**src/rtl/ov7670_sccb_ctrl.sv**
```systemverilog
// SCCB (I2C-like) write-only master that walks an external register ROM and
// programs an OV7670 camera.
//
//   state  | meaning
//   -------+--------------------------------------------------------------
//   IDLE   | bus idle high, waiting for a start pulse
//   CHECK  | one cycle: sample the ROM word, finish or latch a new frame
//   START  | 2 quarters: SIOD falls while SIOC is high, then SIOC falls
//   SHIFT  | 27 bit slots x 4 quarters, MSB first, slots 9/18/27 released
//   STOP   | 3 quarters: SIOD rises while SIOC is high; token on the last tick
//   GAP    | 4 quarters of idle bus between writes
//   SETTLE | RST_WAIT cycles of idle bus after a COM7 soft-reset write
//   DONE   | end of table reached, parked until reset
module ov7670_sccb_ctrl #(
  parameter int         QTR_CNT  = 125,
  parameter int         RST_WAIT = 50000,
  parameter logic [7:0] DEV_ADDR = 8'h42
) (
  input  logic        ov7670_clk50,
  input  logic        reg_conf_rst_n,
  input  logic        start,
  input  logic [15:0] command,
  input  logic        reg_conf_finish,
  output logic        token,
  output logic        sioc,
  output logic        siod_out,
  output logic        siod_oe,
  output logic        busy,
  output logic        config_done
);

  localparam int TW = $clog2(QTR_CNT);
  localparam int WW = $clog2(RST_WAIT + 1);

  typedef enum logic [2:0] {
    S_IDLE, S_CHECK, S_START, S_SHIFT, S_STOP, S_GAP, S_SETTLE, S_DONE
  } state_t;

  state_t          state_q, state_d;
  logic [TW-1:0]   tick_q, tick_d;
  logic [1:0]      qtr_q, qtr_d;
  logic [4:0]      bit_q, bit_d;
  logic [26:0]     frame_q, frame_d;
  logic            is_reset_q, is_reset_d;
  logic [WW-1:0]   wait_q, wait_d;
  logic            qtick;
  logic            entering;
  logic            load_frame;

  assign qtick      = (tick_q == TW'(QTR_CNT - 1));
  assign entering   = (state_d != state_q);
  assign load_frame = (state_q == S_CHECK) && !reg_conf_finish;

  // State and datapath registers; reset parks the bus idle and drops any frame.
  always_ff @(posedge ov7670_clk50 or negedge reg_conf_rst_n) begin
    if (!reg_conf_rst_n) begin
      state_q    <= S_IDLE;
      tick_q     <= '0;
      qtr_q      <= '0;
      bit_q      <= '0;
      frame_q    <= '0;
      is_reset_q <= 1'b0;
      wait_q     <= '0;
    end else begin
      state_q    <= state_d;
      tick_q     <= tick_d;
      qtr_q      <= qtr_d;
      bit_q      <= bit_d;
      frame_q    <= frame_d;
      is_reset_q <= is_reset_d;
      wait_q     <= wait_d;
    end
  end

  // Next-state logic; every bus phase boundary waits for a quarter tick.
  always_comb begin
    state_d = state_q;
    case (state_q)
      S_IDLE:   if (start) state_d = S_CHECK;
      S_CHECK:  state_d = reg_conf_finish ? S_DONE : S_START;
      S_START:  if (qtick && qtr_q == 2'd1) state_d = S_SHIFT;
      S_SHIFT:  if (qtick && qtr_q == 2'd3 && bit_q == 5'd26) state_d = S_STOP;
      S_STOP:   if (qtick && qtr_q == 2'd2) state_d = is_reset_q ? S_SETTLE : S_GAP;
      S_GAP:    if (qtick && qtr_q == 2'd3) state_d = S_CHECK;
      S_SETTLE: if (wait_q == '0) state_d = S_CHECK;
      S_DONE:   state_d = S_DONE;
      default:  state_d = S_IDLE;
    endcase
  end

  // Quarter timing, bit position, shift frame and settle timer.
  always_comb begin
    tick_d     = (entering || qtick) ? '0 : tick_q + TW'(1);
    qtr_d      = entering ? 2'd0 : (qtick ? qtr_q + 2'd1 : qtr_q);
    bit_d      = bit_q;
    frame_d    = frame_q;
    is_reset_d = is_reset_q;
    wait_d     = wait_q;
    if (entering)
      bit_d = '0;
    else if (state_q == S_SHIFT && qtick && qtr_q == 2'd3)
      bit_d = bit_q + 5'd1;
    if (load_frame) begin
      // Each byte is followed by a released slot for the slave's don't-care bit.
      frame_d    = {DEV_ADDR, 1'b0, command[15:8], 1'b0, command[7:0], 1'b0};
      is_reset_d = (command == 16'h1280);
    end else if (state_q == S_SHIFT && qtick && qtr_q == 2'd3) begin
      frame_d = {frame_q[25:0], 1'b0};
    end
    if (entering && state_d == S_SETTLE)
      wait_d = WW'(RST_WAIT - 1);
    else if (state_q == S_SETTLE && wait_q != '0)
      wait_d = wait_q - WW'(1);
  end

  // Bus and status outputs decoded from the registered state.
  always_comb begin
    sioc        = 1'b1;
    siod_out    = 1'b1;
    siod_oe     = 1'b1;
    token       = 1'b0;
    busy        = 1'b1;
    config_done = 1'b0;
    case (state_q)
      S_IDLE: busy = 1'b0;
      S_DONE: begin
        busy        = 1'b0;
        config_done = 1'b1;
      end
      S_START: begin
        siod_out = 1'b0;
        sioc     = (qtr_q == 2'd0);
      end
      S_SHIFT: begin
        sioc = qtr_q[1];
        if (bit_q == 5'd8 || bit_q == 5'd17 || bit_q == 5'd26) begin
          siod_oe  = 1'b0;
          siod_out = 1'b0;
        end else begin
          siod_out = frame_q[26];
        end
      end
      S_STOP: begin
        sioc     = (qtr_q != 2'd0);
        siod_out = (qtr_q == 2'd2);
        token    = qtick && (qtr_q == 2'd2);
      end
      default: ;
    endcase
  end

endmodule
```
**config.mk**
```make
export PLATFORM = sky130hd
export DESIGN_NAME = ov7670_sccb_ctrl
export DESIGN_NICKNAME = d
export VERILOG_FILES = /design/src/rtl/ov7670_sccb_ctrl.sv
export SDC_FILE = /design/constraint.sdc
export NUM_CORES = 1
export LEC_CHECK = 0
export CAP_MARGIN = 40
export CELL_PAD_IN_SITES_DETAIL_PLACEMENT = 0
export CELL_PAD_IN_SITES_GLOBAL_PLACEMENT = 1
export CORE_MARGIN = 10
export CORE_UTILIZATION = 40
export DETAILED_ROUTE_END_ITERATION = 7
export PLACE_DENSITY = 0.81
export SLEW_MARGIN = 20
export SYNTH_ARGS = -nofsm -noshare
export SYNTH_HDL_FRONTEND = slang
export SYNTH_SLANG_ARGS = --single-unit
```
**constraint.sdc**
```tcl
create_clock -name ov7670_clk50 -period 3.1 [get_ports ov7670_clk50]
set_clock_uncertainty 0.05 [all_clocks]
set_input_delay 0.62 -clock ov7670_clk50 [delete_from_list [all_inputs] [get_ports ov7670_clk50]]
set_output_delay 0.62 -clock ov7670_clk50 [all_outputs]
set_load 0.005 [all_outputs]
```
## After elaboration in Yosys (flattened, before gate mapping)

Index checks and enable logic that the tools add are counted.

- Flip-flop bits (word level): 61
- Bits of input ports: 20
- Output and inout bits: 6

- Multiplexer cells: 26
- Reductions and logical operators: 23
- Add/subtract/negate cells: 4
- Equal/unequal tests: 17

Operators by type and width:

| operator | number |
|---|---|
| $mux 27 | 2 |
| $mux 16 | 2 |
| $pmux 3 s8 | 1 |
| $mux 3 | 7 |
| $eq 16x13->1 const B | 1 |
| $logic_not 16->1 | 1 |
| $reduce_bool 16->1 | 1 |
| $sub 16x1->16 const B | 1 |
| $eq 3x3->1 const B | 5 |
| $eq 5x5->1 const B | 2 |
| $mux 5 | 2 |
| $reduce_bool 2->1 | 5 |
| $logic_and 1x1->1 | 9 |
| $add 7x1->7 const B | 1 |
| $eq 7x7->1 const B | 1 |
| $mux 7 | 1 |
| $eq 3x2->1 const B | 2 |
| $mux 1 | 6 |
| $mux 2 | 3 |
| $pmux 1 s3 | 2 |
| $add 5x1->5 const B | 1 |
| $eq 5x4->1 const B | 1 |
| $eq 2x2->1 const B | 2 |
| $eq 3x1->1 const B | 1 |
| other kinds (8) | 10 |

## Depth between registers and ports, before layout

Gate-level depths: netlist (run 1).

- Depth after elaboration: 8
- Depth in mapped cells: 8

## Worst setup path after synthesis (run 1)

Ideal clock, no wire load.

- Path kind: reg2reg
- Start point: register wait_q[3]
- End point: register wait_q[10]
- Clock period less this slack: 2175 ps
- Setup time: 123 ps
- Arrival time: 2002 ps
- Path slack: 925 ps
- Buffers on the path: 0
- Cell stages (with the launch flop): 6
- Cell sequence: dfrtp_1 or4_4 or3_4 or4_1 nand3_1 o21ai_1

- Word-level cells in the longest chain between the ends: 6

Ends and longest elaborated chain:

| item | line | text |
|---|---|---|
| start: declaration | 45 | `logic [WW-1:0] wait_q, wait_d;` |
| start signal: assignment | 71 | `wait_q <= wait_d;` |
| $logic_not 16->1 | 85 | `S_SETTLE: if (wait_q == '0) state_d = S_CHECK;` |
| $mux 3 | 85 |  |
| $pmux 3 s8 | 78 | `case (state_q)` |
| $ne 3x3->1 / $eq 3x3->1 (equally long branches) | 51, 110 |  |
| $logic_and 1x1->1 | 110 | `if (entering && state_d == S_SETTLE)` |
| $mux 16 / $reduce_bool 2->1 (equally long branches) | - |  |

Several ways; a longest one is shown, not always the timed one. The select of a mux whose other input is x is not followed.
A chain may end at the register's enable or synchronous reset.

## Worst setup path after layout (run 1)

- Start point: register bit_q[0]
- End point: output siod_out

- Word-level cells in the longest chain between the ends: 5

Ends and longest elaborated chain:

| item | line | text |
|---|---|---|
| start: declaration | 42 | `logic [4:0] bit_q, bit_d;` |
| start signal: assignment | 68 | `bit_q <= bit_d;` |
| $eq 5x4->1 / $eq 5x5->1 (equally long branches) | 136 | `if (bit_q == 5'd8 \|\| bit_q == 5'd17 \|\| bit_q == 5'd26) begin` |
| $logic_or 1x1->1 | 136 |  |
| $logic_or 1x1->1 * | 136 |  |
| $mux 1 * | 136 |  |
| $pmux 1 s3 * | 124 | `case (state_q)` |
| end: declaration | 26 | `output logic siod_out,` |

Every way passes the cells marked *; elsewhere a longest branch is shown, timed or not.

==> results of run 1 <==
[power breakdown]
part	total, mW	internal, mW	switching [mW]
clock	0.769	0.458	0.311
sequential	1.20	0.995	0.203
combinational	0.656	0.319	0.337
[cells in the mapped netlist (3+ instances only)]
cell type	instances	share of area
sky130_fd_sc_hd__or3_1	5	0.0096
sky130_fd_sc_hd__nand3_1	16	0.025
sky130_fd_sc_hd__nand2_1	75	0.086
sky130_fd_sc_hd__nor3b_1	3	0.0069
sky130_fd_sc_hd__nor4_1	19	0.036
sky130_fd_sc_hd__o21ai_0	11	0.017
sky130_fd_sc_hd__or4_1	4	0.0092
sky130_fd_sc_hd__nand2b_1	4	0.0077
sky130_fd_sc_hd__clkbuf_1	11	0.013
sky130_fd_sc_hd__o21ai_1	3	0.0046
sky130_fd_sc_hd__a21oi_1	15	0.023
sky130_fd_sc_hd__nor3_1	12	0.018
sky130_fd_sc_hd__xor2_1	9	0.024
sky130_fd_sc_hd__inv_1	13	0.015
sky130_fd_sc_hd__and3_1	3	0.0058
sky130_fd_sc_hd__buf_2	4	0.0061
sky130_fd_sc_hd__nand3b_1	3	0.0069
sky130_fd_sc_hd__xnor2_1	9	0.024
sky130_fd_sc_hd__dfrtp_1	60	0.46
sky130_fd_sc_hd__nand4_1	4	0.0077
sky130_fd_sc_hd__nor2_1	33	0.038
sky130_fd_sc_hd__a31oi_1	16	0.031
sky130_fd_sc_hd__ha_1	11	0.042
[sequential cells by signal (all words and copies together) (netlist names)]
| signal | cells |
|---|---|
| state_q | 3 |
| is_reset_q | 1 |
| tick_q | 7 |
| wait_q | 16 |
| frame_q | 26 |
| qtr_q | 2 |
| bit_q | 5 |
[worst min path at each step]
stage                        to  slack [ps]
floorplan              bit_q[0]         270
global placement      tick_q[0]         420
detailed placement  frame_q[25]         430
CTS                 frame_q[22]         240
global route          tick_q[4]         250
finish                tick_q[2]         240
[per-layer routing]
metal	track usage	vias to the layer above	share of wire
met1	0.1804	1271	0.52
met5	0	-	0
li1	-	1362	-
met3	0.03831	8	0.028
met2	0.1961	32	0.44
met4	0.03945	0	0.013
[layout make-up]
type | count | area, um^2 | area share
Clock inverter | 3 | 42.54 | 0.01104
Inverter | 13 | 48.80 | 0.01267
Clock buffer | 13 | 178.9 | 0.04644
Tap cell | 102 | 127.6 | 0.03313
Multi-Input combinational cell | 283 | 1638 | 0.4251
Sequential cell | 60 | 1501 | 0.3897
Timing Repair Buffer | 33 | 315.3 | 0.08184
[worst reg2reg max path: stages (launching register included)]
cell and delay (ps):
sky130_fd_sc_hd__dfrtp_1 660, sky130_fd_sc_hd__inv_1 270, sky130_fd_sc_hd__nor4_2 680, sky130_fd_sc_hd__buf_4 400
sky130_fd_sc_hd__nand2_1 90, sky130_fd_sc_hd__a31oi_1 190
[timing repair]
item,in CTS,in global routing
hold buffers,0,0
gates resized for setup,0,1
endpoints found under the setup margin,0,1
setup buffers,0,1
endpoints found under the hold margin,0,0
[cell families (layout without fill, tap and decap cells)]
group | Yosys count | after routing | share of synthesized area
AND/OR/NAND/NOR | 197 | 197 | 0.3038
buffers and inverters | 30 | 62 | 0.03840
flip-flops | 60 | 60 | 0.4608
adder cells (fa/ha/maj) | 11 | 11 | 0.04224
AO/OA/AOI/OAI | 54 | 54 | 0.09678
XOR/XNOR | 18 | 18 | 0.04839
multiplexers | 3 | 3 | 0.009601
==> results, run 1 <==
- Leaving out fill and tap cells, the most frequent cells in the layout are 75 x sky130_fd_sc_hd__nand2_1, 60 x sky130_fd_sc_hd__dfrtp_1, 33 x sky130_fd_sc_hd__nor2_1.
- The Yosys step of the flow raised 0 warnings.
- The CTS tree is built.
- The register clock-pin slew on the reported worst setup and hold paths is 60 ps.
- The launching element of the worst setup path is bit_q[0].
- The proportion of synthesized chip area in sequential cells is 0.4608.
- The number of setup violations in the final report is 0.
- The maximum number of pins on one net before global-route repair is 61.
- The root buffer cell chosen for the clock tree is sky130_fd_sc_hd__clkbuf_8.
- Setup repair after global routing left no endpoint under its margin.
- The area of all placed cells without fillers is 3852 um^2.
- The maximum clock path buffer count is 2.
- In the final routed layout, each cell accounts on average for between 10 and 15 um.
- The critical path runs through a total of 8 cells.
- The maximum clock frequency is 0.3422 GHz.
- The net count after synthesis is 404.
- The routed design has 7458 um of wire.
- The clock latency on the worst-skew pair is between 300 and 400 ps.
- The detailed router finished its first iteration with 72 violations.
- For this run the aggregate overflow at the end of global routing stands at 0.
- The number of CTS-inserted buffers is 9.
- The slew at the pin with the worst max-slew slack is 703.0 ps.
- In the final timing run, aggregate negative setup slack is 0 ps.
- In this run the power density over the cells is 680.8 nW/um^2.
- The core area is 7807 um^2.
- The number of distinct library cells after synthesis is 48.
- The count of buffer and inverter cells on the critical path is 2.
- The final worst-path setup slack is 177.5 ps.
- The number of global-route vias before repair is 2681.
- In this run the cell area of the synthesized design comes to 3258 um^2.
- The critical path capture point is siod_out.
- The placed instances occupy a cell area of ~3600 um^2.
- The startpoint identified for the worst register-to-register timing path is state_q[1].
- The number of buffer cells added on primary ports is 25.
- Among all stages on the critical path, the largest delay is contributed by sky130_fd_sc_hd__clkdlybuf4s50_1.
- The number of cells traversed by the worst register-to-register path is 5.
- Routability-driven placement finished with a final weighted congestion of 0.8364.
- The signal on the critical path passes through inv_1 > ha_1 > mux2_2 > nand2_1 > a21oi_1 > o21ai_1 > o31a_1 > clkdlybuf4s50_1.
- The floorplan step defined a die boundary enclosing 12160 um^2.
- The count of nets left with antenna violations after detail routing is 0.
- The placement-stage worst setup slack is 507.2 ps.
- The flop-to-flop setup slack is 680 ps.
- The total power is 2.623 mW.
- The total number of H-tree levels is 3.
- The class of the most critical setup path is reg2out.
- The total number of vias is about 2.7k.
- Synthesis produced 373 cells.
- For the worst setup path, the data required time is 2430 ps.
- For this run, the leading register cell type out of synthesis is sky130_fd_sc_hd__dfrtp_1.
- The largest driver fanout on the critical path is 5.
- Measured on the finished design, the core utilization comes to 0.4934.
- STA classifies the critical path startpoint as a flip-flop.
- The cell family contributing the most delay on the critical path is buffers and inverters.
- Counting flops with a built-in enable in the synthesized netlist gives 0.
- For this run, the slowest stage of the critical path takes around 490 ps.
- For this design, the sink count on the clock tree is 60.
- The number of detailed-routing iterations run before antenna repair is 4.
- The number of core rows is 32.
- From left edge to right edge, the die measures 110.3 um.
- Detailed placement ended at an HPWL of 5053 um.
- The height of the chip is 110.3 um.
- Hold is met by 240.5 ps.
- The mean area per synthesized cell is 8.735 um^2.
- The worst register-to-register path ends at frame_q[2].
- The min-delay analysis places its worst path in the category in2async.
- 26 I/O pins were placed.
- The leakage power total is 1.724 nW.
- The critical path endpoint category is a primary output.
- The overall fraction of global-route tracks in use is 0.1317.
- The first global-routing pass estimated 12910 um of wire.
- The number of flip-flops and latches in the synthesized netlist is 60.
- The detail-routed via count per cell is 5.272.
- Of the available clock period, the critical path in the final layout requires 0.9428.
- For this run, the post-layout net count is 431.
- Of the cells placed in the final design, the portion with a size suffix greater than 1 is 0.08889.
- Relative to the synthesized area, the layout overhead comes to 18.24%.
- The remaining routing DRC violations is 0.
- The maximum ir drop on the vdd rail is between 300 and 400 uV.
- The number of antenna violations at the first check in global routing is 0.
- The total of fill cells in the finished design is 781.
- The hold violation total from the final report is 0.
- The signal arrival time at the worst endpoint is 2250 ps.
- The tool flagged a number of max-cap violations equal to 0.
- The number of cells in the finished layout apart from fillers is 507.
- For this configuration, the core starts out at a cell density of 0.4173.
- The proportion of register bits with asynchronous set or reset after synthesis is 1.000.
- The minimum period implied by the final worst setup slack is around 2900 ps.
- The number of antenna diodes in the final layout is 0.
- The headroom to the max-slew limit is 0.5270.
- The count of final max-slew check failures is 0.
- The flow ran to the end, and the final reports show no timing, DRC or antenna violations.
- The cell total after placement is 490.
- Leaving out fill and tap cells, the most frequent cell in the layout is sky130_fd_sc_hd__nand2_1.
Power figures use the tool's default switching activity.
==> run 2, diff against run 1 <==
Settings changed: ABC_CLOCK_PERIOD_IN_PS set to 3100, CAP_MARGIN 40 to 10, SLEW_MARGIN 20 to 0.
==> results, run 2 (synthesized netlist as in run 1, its figures left out) <==
- The count of final max-slew check failures is 0.
- The clock latency on the worst-skew pair is 340 ps.
- Setup violations remaining at the end of the flow were counted as 0.
- After detailed routing, the total wire length is ~7500 um.
- The critical path endpoint category is a primary output.
- The initial standard-cell utilization of the core is 0.4173.
- At the pin with the least slew margin, the transition time is 1102 ps.
- Setup repair after global routing left no endpoint under its margin.
- The height of the chip is roughly 110 um.
- The total number of vias is 2722.
- The analysis attributes to cell leakage a power of 1.728 nW.
- Global routing finished with a remaining overflow of 0.
- Dividing the detail-routed wire length by the instance count gives 14.87 um.
- In the final layout, the registers with the most flip-flops are frame_q (26), wait_q (16), tick_q (7).
- In the routed design, unresolved DRC markers number 0.
- After routing, the total negative slack on setup checks comes to 0 ps.
- The critical path data required time is around 2400 ps.
- For this run, the top clock speed supported by timing is ~0.34 GHz.
- The register clock-pin slew on the reported worst setup and hold paths is 70 ps.
- The floorplan has 32 rows.
- The number of cells in the finished layout apart from fillers is 505.
- The congestion estimate from routability-driven global placement came to between 0.8 and 0.9.
- The clock passes through at most 2 buffers.
- The most common cell after layout, fill and taps aside is sky130_fd_sc_hd__nand2_1.
- Of all nets on the critical path, the largest fanout is 5.
- Clock tree synthesis selected as its root buffer the cell sky130_fd_sc_hd__clkbuf_8.
- OpenSTA, run right after detailed placement, puts the worst setup slack at 524.3 ps.
- The number of buffers added for setup after CTS is 0.
- The signal arrival time at the worst endpoint is 2260 ps.
- The antenna diode instance count is 0.
- The hold violation total from the final report is 0.
- The first detailed-routing pass ran for 4 iterations.
- The register with the most flip-flops in the layout has 26 of them.
- In the layout the commonest cells are 75 x sky130_fd_sc_hd__nand2_1, 60 x sky130_fd_sc_hd__dfrtp_1, 33 x sky130_fd_sc_hd__nor2_1.
- In the finished design, the share of the clock period the worst path needs comes to 0.9450.
- For the finished layout, the period the worst path requires is roughly 2900 ps.
- The CTS tree is built.
- The total number of H-tree levels is 3.
- The area growth from synthesis to layout is 18.74%.
- The total area inside the core boundary comes to 7807 um^2.
- Once layout is complete, the utilization of the core stands at 0.4955.
- In this run the tightest slew margin relative to its limit is 0.2594.
- The detail-routed via count per cell is 5.390.
- Power spread over the standard cell area amounts to 708.2 nW/um^2.
- The finished cells cover between 3000 and 4000 um^2.
- The number of buffers inserted for hold repair after clock tree synthesis is 0.
- The count of nets left with antenna violations after detail routing is 0.
- After detailed placement, the design holds a cell count of 489.
- The tree built by TritonCTS fans out to 60 sinks.
- The max-capacitance violation count is 0.
- The flop-to-flop setup slack is ~620 ps.
- The overall fraction of global-route tracks in use is 0.1336.
- The die span in x is between 100 and 150 um.
- In the final design database the tool counted between 400 and 500 nets.
- The starting DRC count in detailed routing is 89.
- VDD sags by at most just under 300 uV.
- The min-delay analysis places its worst path in the category in2async.
- Gates resized during post-CTS repair numbered 0.
- The detailed-placement wirelength estimate is 5052 um.
- The run finished with clean final reports.
- The first global-routing pass estimated 13080 um of wire.
- The register with the most flip-flops is frame_q.
- The total area of multi-input combinational cells is about 1600 um^2.
- The flip-flop and latch area is roughly 1500 um^2.
- Of the cells placed in the final design, the portion with a size suffix greater than 1 is 0.08189.
- 26 I/O pins were placed.
- After detailed placement, the total cell area comes to 3618 um^2.
- Clock tree synthesis inserted a total of 9 buffers.
- Entering global routing, the biggest net connects a little over 60 pins.
- The layout has 762 filler cells.
- After layout, the worst setup slack is 170.5 ps.
- The number of buffer cells added on primary ports is 25.
- The number of global-route vias before repair came to 2713.
- The startpoint type of the worst setup path is a flip-flop.
- The die covers 12160 um^2.
- The number of antenna violations at the first check in global routing is 0.
- The setup path with the least slack is of type reg2out.
-- run 2: power breakdown --
part / internal (mW) / switching (mW)
clock network: 0.577 / 0.316
logic: 0.312 / 0.336
registers: 0.995 / 0.203
total: 1.88 / 0.855
-- run 2: layer usage --
metal | vias up | global-route usage | part of all wire
met5 | - | 0 | 0
met4 | 0 | 0.04495 | 0.013
met3 | 9 | 0.04005 | 0.037
met2 | 44 | 0.1999 | 0.45
met1 | 1312 | 0.1798 | 0.50
li1 | 1357 | - | -
-- run 2: through the flow --
stage                     hold WS [ps]  total power, mW
after CTS                        228.0            2.771
after detailed placement         428.8            1.857
after floorplan                  274.4            1.628
after global routing             239.8            2.940
after global placement           423.9            1.830
final                            231.4            2.740
-- run 2: cell type report --
cell class | count | share of cell area
Clock buffer | 12 | 0.04010
Clock inverter | 4 | 0.02458
Inverter | 13 | 0.01261
Multi-Input combinational cell | 283 | 0.4234
Sequential cell | 60 | 0.3881
Tap cell | 102 | 0.03299
Timing Repair Buffer | 31 | 0.07827
-- run 2: path summary, 6_finish.rpt --
path / start / to / depth (start not counted)
worst min-delay path: reg_conf_rst_n / wait_q[5] / 2
worst min register to register: frame_q[25] / frame_q[25] / 2
min in group ov7670_clk50: frame_q[25] / frame_q[25] / 2
worst max-delay path: bit_q[0] / siod_out / 8
worst max register to register: tick_q[0] / bit_q[2] / 7
max in group asynchronous: reg_conf_rst_n / frame_q[19] / 2
-- run 2: critical path, cell delays in order (launching register included) --
cell and delay (ps):
sky130_fd_sc_hd__dfrtp_1 430, sky130_fd_sc_hd__inv_1 90, sky130_fd_sc_hd__ha_1 210, sky130_fd_sc_hd__mux2_2 270, sky130_fd_sc_hd__nand2_1 60, sky130_fd_sc_hd__a21oi_1 70, sky130_fd_sc_hd__o21ai_0 160, sky130_fd_sc_hd__o31a_1 150
sky130_fd_sc_hd__clkdlybuf4s50_1 500
